--- src/rtl/booth_mult_seq.sv ---
// Sequential 32x32 signed radix-2 Booth multiplier: 32 iterations, 1-cycle ready strobe.
// Optional MULT_ZERO_BYPASS_EN: a zero operand skips straight to DONE (latency 1).
module booth_mult_seq (
  input  logic        clock,
  input  logic        ctrl_reset_n,
  input  logic        ctrl_MULT,
  input  logic [31:0] data_operandA,
  input  logic [31:0] data_operandB,
  output logic [31:0] data_result,
  output logic        data_exception,
  output logic        data_resultRDY,
  output logic [1:0]  dbg_state
);

  // Handshake: ctrl_MULT is a start pulse sampled every edge and always wins
  // (it restarts an operation in progress). data_resultRDY is high for exactly
  // one cycle per completed operation; result/exception hold until next start.

  typedef enum logic [1:0] {
    IDLE = 2'd0,
    RUN  = 2'd1,
    DONE = 2'd2
  } state_t;

  state_t      state;
  logic [64:0] p;      // {A, Q, q_m1}
  logic [31:0] m;
  logic [5:0]  cnt;

  logic [32:0] m_ext;
  logic [32:0] addend;
  logic [32:0] sum;
  logic        start_zero;

`ifdef MULT_ZERO_BYPASS_EN
  assign start_zero = (data_operandA == 32'd0) || (data_operandB == 32'd0);
`else
  assign start_zero = 1'b0;
`endif

  // 33-bit arithmetic keeps the true sign, so -M is exact for M = 0x80000000.
  always_comb begin
    m_ext  = {m[31], m};
    addend = '0;
    case (p[1:0])
      2'b01:   addend = m_ext;
      2'b10:   addend = ~m_ext + 33'd1;
      default: addend = '0;
    endcase
    sum = {p[64], p[64:33]} + addend;
  end

  always_ff @(posedge clock or negedge ctrl_reset_n) begin
    if (!ctrl_reset_n) begin
      state <= IDLE;
      p     <= '0;
      m     <= '0;
      cnt   <= '0;
    end else if (ctrl_MULT) begin
      m   <= data_operandA;
      cnt <= '0;
      if (start_zero) begin
        p     <= '0;
        state <= DONE;
      end else begin
        p     <= {32'd0, data_operandB, 1'b0};
        state <= RUN;
      end
    end else begin
      case (state)
        RUN: begin
          p   <= {sum, p[32:1]};
          cnt <= cnt + 6'd1;
          if (cnt == 6'd31) state <= DONE;
        end
        DONE:    state <= IDLE;
        default: state <= IDLE;
      endcase
    end
  end

  assign data_result    = p[32:1];
  assign data_exception = (|p[64:32]) && !(&p[64:32]);
  assign data_resultRDY = (state == DONE);
  assign dbg_state      = state;

endmodule

--- config.mk ---
export PLATFORM = sky130hd
export DESIGN_NAME = booth_mult_seq
export DESIGN_NICKNAME = d
export VERILOG_FILES = /design/src/rtl/booth_mult_seq.sv
export SDC_FILE = /design/constraint.sdc
export NUM_CORES = 1
export LEC_CHECK = 0
export CAP_MARGIN = 25
export CORE_MARGIN = 2
export CORE_UTILIZATION = 35
export CTS_CLUSTER_DIAMETER = 120
export DETAILED_ROUTE_END_ITERATION = 6
export DONT_BUFFER_PORTS = 1
export PLACE_DENSITY_LB_ADDON = 0.15
export SLEW_MARGIN = 40
export SYNTH_ARGS = -nofsm -noshare
export SYNTH_HDL_FRONTEND = slang
export SYNTH_SLANG_ARGS = --single-unit
--- constraint.sdc ---
create_clock -name clock -period 11.4 [get_ports clock]
set_clock_uncertainty 0.2 [all_clocks]
set_input_delay 2.28 -clock clock [delete_from_list [all_inputs] [get_ports clock]]
set_output_delay 2.28 -clock clock [all_outputs]
set_load 0.02 [all_outputs]
### Word level (Yosys, flattened, before mapping)

Cells that the tools add are included.

| cells by class | value |
|---|---|
| add/subtract/negate cells | 3 |
| eq/ne operators | 6 |
| mux-type cells | 8 |
| bitwise logic cells | 1 |
| reductions and logical operators | 5 |

Operators with widths:

| operator | count |
|---|---|
| 65-bit 2-to-1 mux | 2 |
| 33-bit one-hot mux with 2 select lines | 1 |
| 33-bit by 1-bit adder with 33-bit output, second input constant | 1 |
| 33-bit adder | 1 |
| 33-bit inverter | 1 |
| 33-bit AND reduction | 1 |
| 33-bit OR reduction | 1 |
| 6-bit 2-to-1 mux | 2 |
| 6-bit by 1-bit adder with 6-bit output, second input constant | 1 |
| 6-bit by 5-bit == test with 1-bit output, second input constant | 1 |
| 2-bit 2-to-1 mux | 3 |
| 2-bit by 1-bit == test with 1-bit output, second input constant | 2 |
| 2-bit == test, second input constant | 2 |
| 3-bit != test, second input constant | 1 |
| 2-bit nonzero test | 1 |
| 1-bit logical AND | 1 |
| 1-bit zero test | 1 |

| storage, ports and cells | value |
|---|---|
| register bits after elaboration | 105 |
| bits of input ports | 67 |
| output and inout port bits | 36 |

### Logic depth before layout (Yosys ltp)

Gate-level depths: netlist of run 1.

| depth | value |
|---|---|
| word-level depth | 6 |
| gate-level depth with buffers | 20 |

### Worst setup path after synthesis of run 1

OpenSTA, ideal clock, no wires.

| timing path | value |
|---|---|
| path kind | flip-flop to flip-flop |
| start point | reg m[5] |
| end point | reg p[64] |
| setup time | 0.128 ns |
| data arrival time | 3.987 ns |
| path slack | 7.085 ns |
| stages on the path, launching flop included | 19 |
| buffers on the path | 2 |
| period minus slack after synthesis | 4.315 ns |
| cells stage by stage | dfrtp_1 -> buf_6 -> or4_4 -> nor3_4 -> nand4b_1 -> or3_1 -> buf_2 -> nor4_2 -> xor2_1 -> o22ai_1 -> ha_1 -> a21o_1 -> a21o_1 -> a21oi_1 -> o21ai_0 -> nor3_1 -> a21oi_1 -> mux2i_1 -> mux2_1 |

| between the ends | value |
|---|---|
| longest elaborated chain between the ends | 6 |

Ends and longest elaborated chain:

| what | line | RTL |
|---|---|---|
| start, declared | 27 | `logic [31:0] m;` |
| start signal, assigned | 60 | `m <= data_operandA;` |
| 33-bit inverter | 47 | `2'b10: addend = ~m_ext + 33'd1;` |
| 33-bit by 1-bit adder with 33-bit output | 47 |  |
| 33-bit one-hot mux with 2 select lines * | 45 | `case (p[1:0])` |
| 33-bit adder * | 50 | `sum = {p[64], p[64:33]} + addend;` |
| 65-bit 2-to-1 mux * | 70 | `case (state)` |
| 65-bit 2-to-1 mux * | 59 | `end else if (ctrl_MULT) begin` |
| end signal, assigned | 66 | `p <= {32'd0, data_operandB, 1'b0};` |
| end signal, assigned | 72 | `p <= {sum, p[32:1]};` |
| end, declared | 26 | `logic [64:0] p;` |

Every way passes the cells marked *; elsewhere a longest branch is shown, timed or not. The select of a mux whose other input is x is not followed.
A chain may end at the register's enable or synchronous reset.

### Worst setup path in the final report of run 1

| timing path | value |
|---|---|
| start point | reg m[2] |
| end point | reg p[64] |

Same word-level chain as after synthesis.

==> results.yml, run 1 <==
outcome:
  status: "finished clean"
flow_run:
  drv_cap: 0
cts:
  cts.sinks: 105
  cts-htree-levels: 3
  cts.repair.resized: 0
  root_buffer: "clkbuf_16"
  cts_hold_buffers: 0
  clk_latency_ns: 0.35
  clkSlewWorstSetupHoldPaths_ns: 0.08
  cts_setup_buffers: 0
  max-clock-path-buffers: 2
  tritoncts: "built"
  cts_buffers: 9
timing:
  slew_headroom: 0.431
  finalSetupTns_ns: 0
  fin_ws_ns: 6.42
  finalHoldViolations: 0
  drv_slew: 0
  worst_pin_slew_ns: 0.845
  setup-violations-final: 0
  rsz0062_at_grt: "false"
  max_clock_freq_mhz: 201
  fin_crit_ns: 4.98
  post-route-period-util: 0.436
setup_path:
  r2r_cells: 16
  crit_path_end: "p[64]$_DFFE_PN0P_"
  crit_start: "m[2]$_DFFE_PN0P_"
  crit_type: "flip-flop to flip-flop"
  start_kind: "flip-flop"
  r2r_end: "p[64]$_DFFE_PN0P_"
  path_max_fanout: 7
  arrival_ns: 5.01
  crit-reg2reg-launch: "m[2]$_DFFE_PN0P_"
  endpoint_kind: "flip-flop"
  critPathRequiredTime_ns: 11.44
  r2r_slack_ns: 6.42
grt:
  grt_overflow: 0
  grt_start_max_net_pins: 142
  grt_pass1_vias: 5903
  antenna_found_initial: 2
  grt_pass1_wl_mm: 31.2
  grt_usage: 0.173
synth:
  synth_area_sq_um: 7420
  avgSynthCellArea_sq_um: 8.80
  ys_warn_count: 0
  async_reset_ff_frac: 1.00
  synth_area_leaders: "dfrtp_1, ha_1, nand2_1"
  synth.yosys.seq_area_share: 0.354
  synth_cells: 844
  netlist.area_leader.share: 0.354
  synthMuxAreaShare: 0.0902
  synthAdderAreaFrac: 0.0634
  yosysUniqueCellTypes: 64
  synth_compound_gate_area_share: 0.184
  ys_seq_elements: 105
  synth_simple_gate_area_frac: 0.190
  synth-xor-area-share: 0.0519
  netlist.top_cell.by_area: "dfrtp_1"
  syn_nets: 948
  synth_ff_type: "dfrtp_1"
  yosys-top-cells-count: "dfrtp_1, nand2_1, a21oi_1, nor2_1, o21ai_0"
  synth_top_family_by_area: "simple AND/OR/NAND/NOR gates"
  synth_edf_count: 0
  yosysMostFrequentCell: "dfrtp_1"
placed_design:
  port_buffers: 0
  gp_congestion: 0.881
  dp_hpwl_mm: 13.5
  post-place-ws_ns: 6.51
pwr:
  peakVddDrop_v: 0.0000902
  power_leakage_nw: 3.17
  p_int_mw: 0.667
  p_per_area_nw_per_um2: 133
  combPwrFrac: 0.224
  power.switching_mw: 0.353
  share_seq_of_total_power: 0.468
  pwr-share-clk: 0.308
  switching_share: 0.346
final_layout:
  fin_nets: 883
  drive_gt1_frac: 0.0906
  fillers: 2156
  area_growth_syn_to_layout_pct: 3.59
  diodes: 0
  fin_util: 0.368
worst_hold_path:
  holdPathStages: 2
  min_path_type: "flip-flop to flip-flop"
  min_from: "cnt[1]$_DFFE_PN0P_"
floorplan:
  fp.coreArea_sq_um: 20900
  dieWidth_um: 150
  dieArea_sq_um: 22400
  fp.dieH_um: 150
  fp-row-count: 53
  io-pin-count: 103
  start_util: 0.355
detailed_routing:
  via_per_inst: 5.49
  wire_per_inst_um: 17.7
  drt-initial-drc-count: 333
  post-route-drc-count: 0
  vias: 5817
  routed_wl_mm: 18.7
  antenna_left: 0
  drtPass1Iterations: 5
## layer usage
layer / up-vias / track usage / part of all wire
li1: 2873 / - / -
met5: - / 0 / 0.00059
met3: 18 / 0.0485 / 0.065
met4: 2 / 0.0429 / 0.016
met1: 2777 / 0.237 / 0.47
met2: 147 / 0.271 / 0.45
## cell usage in the layout, fill, tap and decap left out, types with 20 or more instances in the layout
cell / count
a21oi_1: 63
a22oi_1: 20
dfrtp_1: 105
ha_1: 36
mux2_2: 30
mux2i_1: 32
nand2_1: 98
nor2_1: 60
o21ai_0: 57
xnor2_1: 22
xor2_1: 22
## logic make-up (layout without fill, tap and decap cells)
kind of cell	Yosys count	count (layout)
AO/OA/AOI/OAI	219	219
XOR/XNOR	44	44
adder cells (fa/ha/maj)	37	37
buffers and inverters	95	35
flip-flops	105	105
multiplexers	63	63
AND/OR/NAND/NOR	281	281
## final cells by class
cell class	instances	area, sq um	share of cell area
inverter	14	52.6	0.00683
tap	275	344	0.0447
multi-input combinational	644	4310	0.561
sequential	105	2630	0.342
clock buffer	9	225	0.0293
timing repair buffer	5	50.0	0.00651
clock inverter	7	77.6	0.0101
## stage by stage
stage / total power, mW / hold WS, ns / instance area (sq um) / cells
after floorplan: 0.671 / 0.306 / 7420 / 844
final: 1.02 / 0.345 / 7690 / 1059
after detailed placement: 0.713 / 0.329 / 7390 / 1043
after global routing: 1.08 / 0.375 / 7690 / 1059
after CTS: 1.03 / 0.347 / 7690 / 1059
after global placement: 0.705 / 0.322 / 7370 / 1042
## power groups by stage
stage               Clock (mW)  Combinational, mW  Sequential, mW
floorplan                    0              0.221           0.450
global placement             0              0.222           0.483
detailed placement           0              0.228           0.484
CTS                      0.327              0.229           0.477
global route             0.341              0.258           0.485
finish                   0.314              0.229           0.477
## worst min path at each step
stage                    endpoint  slack (ns)
2_1_floorplan  cnt[5]$_DFFE_PN0P_        0.31
6_report       cnt[1]$_DFFE_PN0P_        0.34
3_5_place_dp   cnt[5]$_DFFE_PN0P_        0.33
4_1_cts        cnt[1]$_DFFE_PN0P_        0.35
5_1_grt          p[0]$_DFFE_PN0P_        0.38
3_3_place_gp   cnt[5]$_DFFE_PN0P_        0.32
## sequential cells by signal (all words and copies together), names as in the netlist
name / flops
p: 65
m: 32
dbg_state: 2
cnt: 6
## worst max-delay path, cell delays in order (launching register included)
cell and delay, ns:
dfrtp_1 0.42, or3_1 0.42, nor3_1 0.46, nand4b_1 0.40
or3_1 0.56, nor4_2 0.20, xor2_1 0.17, o22ai_1 0.12
ha_1 0.40, a21o_1 0.21, a21o_1 0.17, a21oi_1 0.21
o21ai_0 0.17, nor3_1 0.15, a21oi_1 0.11, mux2i_1 0.18
mux2_1 0.33
No activity file was read; power rests on OpenSTA's default activity.
==> inputs of run 2 (changes only) <==
==> constraint.sdc (replaced) <==
create_clock -name clock -period 5.17 [get_ports clock]
set_clock_uncertainty 0.2 [all_clocks]
set_input_delay 1.034 -clock clock [delete_from_list [all_inputs] [get_ports clock]]
set_output_delay 1.034 -clock clock [all_outputs]
set_load 0.02 [all_outputs]
==> results.yml, run 2 (same netlist as run 1, synthesis figures left out) <==
outcome:
  status: "finished clean"
timing:
  finalHoldViolations: 0
  post-route-period-util: 0.924
  fin_crit_ns: 4.78
  max_clock_freq_mhz: 209
  setup-violations-final: 0
  rsz0062_at_grt: "false"
  hold_ws_ns: 0.169
  drv_slew: 0
  worst_pin_slew_ns: 0.706
  finalSetupTns_ns: 0
  slew_headroom: 0.530
grt:
  grt_start_max_net_pins: 142
  grt_overflow: 0
  antenna_found_initial: 0
  grt_pass1_vias: 5860
  grt_usage: 0.172
  grt_pass1_wl_mm: 30.9
detailed_routing:
  via_per_inst: 5.59
  top_layer: "met4"
  drt-met1-wl_mm: 9.00
  drt-initial-drc-count: 414
  met2_length_mm: 8.42
  route.met3.wl_mm: 1.09
  vias: 5928
  wire_per_inst_um: 17.8
  drtPass1Iterations: 5
  routed_wl_mm: 18.8
  antenna_left: 0
  post-route-drc-count: 0
placed_design:
  place_area_sq_um: 7390
  gp_congestion: 0.861
  dp_hpwl_mm: 13.6
  port_buffers: 0
cts:
  root_buffer: "clkbuf_16"
  cts.sinks: 105
  tritoncts: "built"
  cts_setup_buffers: 0
  clk_latency_ns: 0.36
  clkSlewWorstSetupHoldPaths_ns: 0.08
  cts_buffers: 9
  cts-htree-levels: 3
  cts_hold_buffers: 0
  max-clock-path-buffers: 2
final_layout:
  area_growth_syn_to_layout_pct: 3.99
  largest_register_ffs: 65
  fin_nets: 883
  reg_top3: "p (65), m (32), cnt (6)"
  drive_gt1_frac: 0.0944
  final_cell_mix: "dfrtp_1, nand2_1, a21oi_1"
  regMostFlops: "p"
  design_area_sq_um: 7720
  final_common_cell: "dfrtp_1"
  fillers: 2126
setup_path:
  path_max_fanout: 7
  crit_type: "flip-flop to flip-flop"
  start_kind: "flip-flop"
  arrival_ns: 4.82
  endpoint_kind: "flip-flop"
  critPathRequiredTime_ns: 5.21
floorplan:
  start_util: 0.355
  fp.dieH_um: 150
  dieWidth_um: 150
  fp-row-count: 53
  io-pin-count: 103
  dieArea_sq_um: 22400
  fp.coreArea_sq_um: 20900
worst_hold_path:
  min_path_type: "primary input to asynchronous set/reset pin"
flow_run:
  drv_cap: 0
pwr:
  power_leakage_nw: 3.19
  p_per_area_nw_per_um2: 295
  peakVddDrop_v: 0.000150
run 2: cell count changes in the layout (fill, tap and decap cells not counted), sizes merged:
cell | previous run | this run
clkinv | 5 | 3
clkinvlp | 1 | 0
diode | 0 | 2
inv | 15 | 18
run 2: final cells by class:
type	instances	area, sq um	share of cell area
clock buffers	9	225	0.0292
multi-input cells	644	4330	0.561
well taps	275	344	0.0446
diodes	2	5.00	0.000648
flip-flops and latches	105	2630	0.340
clock inverters	7	81.3	0.0105
repair buffers	5	50.0	0.00648
inverters	14	52.6	0.00681
run 2: final timing paths:
check | from | slack, ns | to | cells after the start
setup reg to reg | m[0]$_DFFE_PN0P_ | 0.39 | p[64]$_DFFE_PN0P_ | 18
min in group clock | p[43]$_DFFE_PN0P_ | 0.36 | p[43]$_DFFE_PN0P_ | 2
hold / removal | ctrl_reset_n | 0.17 | p[42]$_DFFE_PN0P_ | 0
setup / recovery | m[0]$_DFFE_PN0P_ | 0.39 | p[64]$_DFFE_PN0P_ | 18
hold reg to reg | p[43]$_DFFE_PN0P_ | 0.36 | p[43]$_DFFE_PN0P_ | 2
max in group asynchronous | ctrl_reset_n | 4.29 | p[39]$_DFFE_PN0P_ | 0
run 2: power breakdown:
group / internal (mW) / switching, mW / total [mW]
Clock: 0.348 / 0.372 / 0.719
Sequential: 0.906 / 0.147 / 1.05
Combinational: 0.225 / 0.280 / 0.505
Total: 1.48 / 0.800 / 2.28
run 2: per-layer routing:
metal	vias up	GRT usage
met5	-	0
met4	0	0.0552
met3	18	0.0357
met2	153	0.268
met1	2871	0.239
li1	2886	-
run 2: timing repair:
item / 4_1_cts / 5_1_grt
gates resized for setup: 0 / 2
endpoints found under the hold margin: 0 / 0
setup endpoints to repair: 0 / 5
run 2: critical path: stages (launching register included):
cell	delay, ns
dfrtp_1	0.38
inv_1	0.10
ha_1	0.19
or4b_4	0.52
nor2_2	0.16
nand3_2	0.14
or3_1	0.48
or3_1	0.35
a32oi_1	0.21
nor2_1	0.07
ha_1	0.42
nand4_1	0.20
nor2_1	0.18
nand2_1	0.08
o32ai_1	0.12
a21oi_1	0.11
a21oi_1	0.19
mux2i_1	0.21
mux2_1	0.34
run 2: through the flow:
step	util	setup WS, ns	total power, mW	instances
after floorplan	-	0.855	1.48	844
after global placement	0.353	0.402	1.56	1042
after CTS	0.369	0.265	2.30	1059
final	0.370	0.392	2.28	1061
after detailed placement	0.354	0.304	1.57	1043
after global routing	0.369	0.0411	2.41	1059
